==> config.mk <==
export PLATFORM = sky130hd
export DESIGN_NAME = game_round_timer
export DESIGN_NICKNAME = d
export VERILOG_FILES = /design/src/rtl/game_timer_pkg.sv /design/src/rtl/tap_edge_sync.sv /design/src/rtl/game_round_timer.sv
export SDC_FILE = /design/constraint.sdc
export NUM_CORES = 1
export LEC_CHECK = 0
export ABC_AREA = 1
export CAP_MARGIN = 40
export CORE_UTILIZATION = 42
export DETAILED_ROUTE_END_ITERATION = 10
export PLACE_DENSITY_LB_ADDON = 0.25
export RECOVER_POWER = 50
export SLEW_MARGIN = 20
export SYNTH_ARGS = -nofsm -noshare
export SYNTH_HDL_FRONTEND = slang
export SYNTH_SLANG_ARGS = --single-unit
==> constraint.sdc <==
create_clock -name clk -period 1.4 [get_ports clk]
set_clock_uncertainty 0.1 [all_clocks]
set_input_delay 0.28 -clock clk [delete_from_list [all_inputs] [get_ports clk]]
set_output_delay 0.28 -clock clk [all_outputs]
set_load 0.02 [all_outputs]
==> src/rtl/game_timer_pkg.sv <==
// Shared types and constants for the game round timer.
package game_timer_pkg;

  typedef enum logic [1:0] {
    StIdle,
    StRun,
    StPaused,
    StDone
  } state_e;

  localparam logic [1:0] RATE_DIV2  = 2'd0;
  localparam logic [1:0] RATE_DIV4  = 2'd1;
  localparam logic [1:0] RATE_DIV8  = 2'd2;
  localparam logic [1:0] RATE_DIV16 = 2'd3;

endpackage

==> src/rtl/tap_edge_sync.sv <==
// Two-flop synchronizer for an asynchronous level, followed by rising-edge detection.
module tap_edge_sync (
  input  logic clk,
  input  logic reset,
  input  logic async_in,
  output logic tick
);

  logic r_s1;
  logic r_s2;
  logic r_s3;

  always_ff @(posedge clk or posedge reset) begin
    if (reset) begin
      r_s1 <= 1'b0;
      r_s2 <= 1'b0;
      r_s3 <= 1'b0;
    end else begin
      r_s1 <= async_in;
      r_s2 <= r_s1;
      r_s3 <= r_s2;
    end
  end

  assign tick = r_s2 & ~r_s3;

endmodule

==> src/rtl/game_round_timer.sv <==
// Round countdown timer: selects a divider tap, syncs it to clk and decrements once per tick.
// Optional build macro GAME_TIMER_AUTORELOAD_EN reloads the count on expiry instead of stopping.
module game_round_timer
  import game_timer_pkg::*;
#(
  parameter int unsigned WIDTH = 8
) (
  input  logic             clk,
  input  logic             reset,
  input  logic             clk_div2,
  input  logic             clk_div4,
  input  logic             clk_div8,
  input  logic             clk_div16,
  input  logic [1:0]       rate_sel,
  input  logic             start,
  input  logic             pause,
  input  logic [WIDTH-1:0] load_val,
  output logic [WIDTH-1:0] count,
  output logic             running,
  output logic             tick,
  output logic             expired
);

  logic             w_tap;
  logic             w_tick;
  state_e           r_state;
  state_e           w_state_d;
  logic [WIDTH-1:0] r_count;
  logic [WIDTH-1:0] w_count_d;
  logic             r_running;
  logic             r_expired;
  logic             w_expired_d;

  always_comb begin
    unique case (rate_sel)
      RATE_DIV2:  w_tap = clk_div2;
      RATE_DIV4:  w_tap = clk_div4;
      RATE_DIV8:  w_tap = clk_div8;
      RATE_DIV16: w_tap = clk_div16;
    endcase
  end

  tap_edge_sync u_tap_edge_sync (
    .clk      (clk),
    .reset    (reset),
    .async_in (w_tap),
    .tick     (w_tick)
  );

  always_comb begin
    w_state_d   = r_state;
    w_count_d   = r_count;
    w_expired_d = 1'b0;
    if (start) begin
      if (load_val != '0) begin
        w_count_d = load_val;
        w_state_d = StRun;
      end else begin
        w_count_d   = '0;
        w_state_d   = StDone;
        // Held start with a zero load must not produce back-to-back pulses.
        w_expired_d = ~r_expired;
      end
    end else begin
      unique case (r_state)
        StIdle: ;
        StRun: begin
          if (pause) begin
            w_state_d = StPaused;
          end else if (w_tick) begin
            if (r_count > WIDTH'(1)) begin
              w_count_d = r_count - WIDTH'(1);
            end else begin
              w_expired_d = 1'b1;
`ifdef GAME_TIMER_AUTORELOAD_EN
              if (load_val != '0) begin
                w_count_d = load_val;
              end else begin
                w_count_d = '0;
                w_state_d = StDone;
              end
`else
              w_count_d = '0;
              w_state_d = StDone;
`endif
            end
          end
        end
        StPaused: begin
          if (!pause) w_state_d = StRun;
        end
        StDone: w_count_d = '0;
      endcase
    end
  end

  always_ff @(posedge clk or posedge reset) begin
    if (reset) begin
      r_state   <= StIdle;
      r_count   <= '0;
      r_running <= 1'b0;
      r_expired <= 1'b0;
    end else begin
      r_state   <= w_state_d;
      r_count   <= w_count_d;
      r_running <= (w_state_d == StRun);
      r_expired <= w_expired_d;
    end
  end

  assign count   = r_count;
  assign running = r_running;
  assign tick    = w_tick;
  assign expired = r_expired;

endmodule
# --- After elaboration in Yosys (flattened, before gate mapping) ---
# Index checks and enable logic that the tools add are counted.
word_totals:
  regBits: 15
  in_bits: 18
  word_cells: 45
op_classes:
  addsub: 1
  magnitude_cmp: 1
  eq_ne: 9
  muxes: 20
  bitwise: 3
  reduce_logical: 4
ops:
  columns: ["op", "count"]
  rows:
  - ["two-way mux 8 bit", 5]
  - ["case mux 8 bit (2 select lines)", 1]
  - ["two-way mux 2 bit", 6]
  - ["equality test 2 bit (second input constant)", 4]
  - ["greater-than comparator 8 x 1 -> 1 bit (second input constant)", 1]
  - ["nonzero test 8 bit", 1]
  - ["subtractor 8 x 1 -> 8 bit (second input constant)", 1]
  - ["equality test 2 x 1 -> 1 bit (second input constant)", 3]
  - ["two-way mux 1 bit", 6]
  - ["!= test 3 bit (second input constant)", 2]
  - ["case mux 1 bit (4 select lines)", 1]
  - ["case mux 2 bit (2 select lines)", 1]
  - ["AND reduction 3 bit", 1]
  - ["nonzero test 3 bit", 1]
  - ["logical NOT 2 bit", 1]
  - ["inverter 1 bit", 2]
  - ["AND 1 bit", 1]

# --- Logic depth before layout (Yosys ltp) ---
logic_depth:
  ltp_word: 7
  depth_mapped: 11
  ltp_nobuf: 11

# --- Cells and area by module ---
# From an unflattened synthesis, not the netlist that was laid out.
unflattened:
  hier_cells: 126
  area_unflattened_um2: 947.2
by_module_without_submodules:
  columns: ["mod", "instances", "cells_each", "area_per_inst_um2", "seq_area_each_um2"]
  rows:
  - ["game_round_timer", 1, 120, 858.3, 300.3]
  - ["tap_edge_sync", 1, 6, 88.8, 75.1]

# --- Least setup slack after synthesis ---
# No wires, ideal clock.
synth_timing:
  kind: "register to register"
  startpoint: "reg r_count[0], in the netlist count[0]"
  endpoint: "reg r_count[5], in the netlist count[5]"
  setup_ns: 0.077
  arrival_time_ns: 1.452
  t_required_ns: 1.223
  path_slack_ns: -0.229
  path_stages_with_launch: 8
  path_buffers: 0
  synth_period_minus_slack_ns: 1.629
  path_cell_list: "dfrtp_1 > inv_1 > ha_1 > o21ai_2 > nor2_2 > nor3_4 > nand3_1 > a21oi_1"
synth_between:
  elab_chain_cells: 6
  word_cells_on_any_way: 7
  classes_between: "add/sub (1); order compare (1); mux (5)"
synth_rtl:
  columns: ["element", "line_no", "rtl"]
  rows:
  - ["from (decl)", "game_round_timer.sv:28", "logic [WIDTH-1:0] r_count;"]
  - ["from (signal assigned)", "game_round_timer.sv:105", "r_count <= w_count_d;"]
  - ["subtractor 8 x 1 -> 8 bit / greater-than comparator 8 x 1 -> 1 bit (equally long branches)", "game_round_timer.sv:72, game_round_timer.sv:71", null]
  - ["two-way mux 8 bit (*)", "game_round_timer.sv:71", "if (r_count > WIDTH'(1)) begin"]
  - ["two-way mux 8 bit (*)", "game_round_timer.sv:70", "end else if (w_tick) begin"]
  - ["two-way mux 8 bit (*)", "game_round_timer.sv:68", "if (pause) begin"]
  - ["case mux 8 bit (2 select lines) (*)", "game_round_timer.sv:65", "unique case (r_state)"]
  - ["two-way mux 8 bit (*)", "game_round_timer.sv:54", "if (start) begin"]
# Mark *: on every way between the ends. The rest lies on a longest branch, timed or not. The select of a mux whose other input is x is not followed.
# A chain may end at the register's enable or synchronous reset.

# --- Worst setup path after layout ---
layout_timing:
  startpoint: "reg r_count[0], in the netlist count[0]"
  endpoint: "reg r_count[3], in the netlist count[3]"
# The elaborated chain is that of the path after synthesis.

==> summary.md <==
| Metric | Value |
|---|---|
| CP bufs+invs | 2 |
| Post-Synth Simple-Gate Area | 27.0% |
| Syn-to-layout area delta | 87.1% |
| Area of the multi-input gates | 766 sq um |
| Io pins | 29 |
| GPL Wtd Cong | 0.808 |
| Die area | 2640 sq um |
| Post-synthesis sequential area ratio | 36.6% |
| H-tree depth | 1 |
| Via count | 1250 |
| #FFs+latches synth | 15 |
| Drt via density | 5.27 |
| Hold Vio Cnt, Final | 0 |
| Period utilization | 113% |
| CP Cell Sequence | inv_2 > ha_4 > o21ai_4 > nor2_2 > nor3_4 > buf_6 > o21ai_1 > a21oi_1 |
| Final ANT Viol Nets | 0 |
| Maximum fanout along the worst path | 8 |
| Worst EP required | 1.52 ns |
| Root Driver | clkbuf_4 |
| Fmax | 630 MHz |
| Synth top area share | 36.6% |
| Synth Area in Compound Gates | 16.4% |
| Layout cells sized above 1 | 51.2% |
| Pwr dens | 1760 nW/um^2 |
| Average size of a mapped cell | approximately 7.5 sq um |
| TritonCTS clock tree | built |
| Slew @ Worst Pin | 0.862 ns |
| Syn_nets | 159 |
| Final net count | 233 |
| Top post-synthesis cells by area | dfrtp_1, inv_1, nand2_1 |
| Hold Slack | 0.257 ns |
| RSZ-0062 raised after global routing | true |
| Initial core utilization | 45.4% |
| Slowest CP cell | dfrtp_2 |
| Crit-path max cell delay | 0.46 ns |
| HPWL Detailed | 2280 um |
| Vias in the first global route | 1208 |
| Type of the worst setup path | reg -> reg |
| Synth warnings | 0 |
| Antenna diodes | 0 |
| Skew-Pair Late Insertion Delay | 0.30 ns |
| GR Overflow Total | 0 |
| Peak supply drop | 1.33 mV |
| Cell row count | 17 |
| Synth Area in Adders | 6.11% |
| Wire per inst | 16.0 um |
| Clock transition at the registers of the reported paths | 0.10 ns |
| Layout fillers | roughly 120 |
| PortBufs | 28 |
| Reg-to-reg slack, setup | -0.19 ns |
| Crit path DAT | 1.71 ns |
| Top Family by Delay on Critical Path | flip-flops |
| # DRC | 0 |
| Largest family of logic cells by synthesized area | simple AND/OR/NAND/NOR gates |
| Final total power | 3.36 mW |
| Failing checks | negative setup slack |
| Clock Tree Buf Depth | 2 |
| Mux cell area share after synthesis | 0% |
| MaxCap Viol Count | 0 |
| Startpoint types | flip-flop |
| Worst Setup End Kind | flip-flop |
| Core area | 2250 sq um |
| Leakage power | 0.888 nW |
| # clock sinks | 15 |
| Initial drt markers | 27 |
| Initial antenna violation count | 0 |
| Status | finished, violations left |
| Distinct cells, synth | 27 |
| Pins Over Slew Limit | 0 |
| Cts bufs inserted | 3 |
| First-pass detailed-route iteration total | 4 |
| Post-synth top area cell | dfrtp_1 |
| Max-Slew Margin vs Limit | about 43% |
| Worst Hold Class | reg -> reg |
| Final setup viols | 13 |
| Post-Syn Instances | 136 |
| Final WL | ~3800 um |
| Post-synthesis xor/xnor area fraction | 2.56% |
| Largest net degree at the start of global routing | 16 |
| # hold bufs at CTS | 0 |
| Total track usage | ~28% |
| Post-route worst setup slack | -0.187 ns |
| Die W | ~51 um |
| Register area | 382 sq um |
| Global-route wire length before repair | 5460 um |
| Fin crit period | ~1.6 ns |
| Post-synthesis cell area | 1020 sq um |
| Final core occ | 85.0% |
| Die height | 51.4 um |
Yosys cell counts:
master    number
ha_1           5
nand2_2        1
nor2_1        20
nand3_1        8
o21bai_1       1
a22oi_1        4
nor3_4         1
o21a_1         4
buf_6          2
or2_2          1
nor3_2         1
nor2_2         4
inv_1         23
dfrtp_1       15
o32ai_1        1
o22ai_1        1
inv_2          2
a21oi_1       10
nand4_1        2
o31ai_1        1
nand2_1       20
xor2_1         3
o21ai_2        1
a21oi_2        1
o21ai_1        1
o21ai_0        1
nor3_1         2
worst paths after layout:
| kind | from | endpoint | depth (start not counted) |
|---|---|---|---|
| setup reg to reg | count[0] | count[3] | 8 |
| min in group asynchronous | reset | u_tap_edge_sync.r_s1 | 3 |
| hold reg to reg | u_tap_edge_sync.r_s1 | u_tap_edge_sync.r_s2 | 0 |
| hold / removal | u_tap_edge_sync.r_s1 | u_tap_edge_sync.r_s2 | 0 |
| max in group asynchronous | reset | count[6] | 3 |
| setup / recovery | count[0] | count[3] | 8 |
layer usage:
layer / share of wire [%] / track usage [%] / up-vias
met5: 0 / 0 / -
met4: 1.6 / 7.21 / 0
met3: 4.7 / 5.65 / 7
met2: 54 / 52.8 / 49
met1: 40 / 32.7 / 608
li1: - / - / 586
kinds of logic after synthesis:
group	after synthesis
AOI/OAI and AO/OA	26
xor gates and xnor gates	3
DFF	15
and+or+nand+nor	60
buffers and inverters	27
adders and majority gates	5
stage by stage:
stage	instances	TNS, ns	instance area [sq um]	setup slack [ns]
global placement	219	-2.70	1570	-0.259
CTS	233	-0.872	1840	-0.119
floorplan	136	-0.950	1060	-0.134
detailed placement	219	-3.34	1570	-0.333
finish	237	-1.95	1920	-0.187
global route	237	-2.65	1920	-0.255
power breakdown:
group	internal (mW)	total (mW)	switching [mW]	leakage [nW]
logic	1.14	2.34	1.20	0.699
clock network	0.107	0.260	0.153	0.0177
registers	0.590	0.766	0.176	0.171
repair_timing:
action,4_1_cts,5_1_grt
setup endpoints to repair,23,21
pin swaps,19,7
gates cloned,1,0
resized for setup,68,24
hold endpoints to repair,0,0
setup buffers,9,4
cells in the final DEF (no fill, tap or decap), types with 4 or more instances in the layout:
cell type	count
a21oi_2	8
buf_4	32
buf_6	12
clkdlybuf4s50_1	17
dfrtp_1	10
dfrtp_2	5
ha_4	5
inv_1	20
inv_2	4
nand2_1	16
nand3_1	5
nor2_1	12
nor2_2	9
o21a_1	4
area by class of cell:
cell class                      instances  share of cell area, %
Clock buffer                            3                   1.17
Clock inverter                          1                  0.261
Inverter                               25                   5.03
Multi-Input combinational cell         95                   39.9
Sequential cell                        15                   19.9
Tap cell                               28                   1.83
Timing Repair Buffer                   70                   31.9
registers in the layout, indices dropped and copies added, names as in the netlist:
name	flops
count	8
r_state	2
expired	1
running	1
u_tap_edge_sync.r_s1	1
u_tap_edge_sync.r_s2	1
u_tap_edge_sync.r_s3	1
No activity file was read; power rests on OpenSTA's default activity.
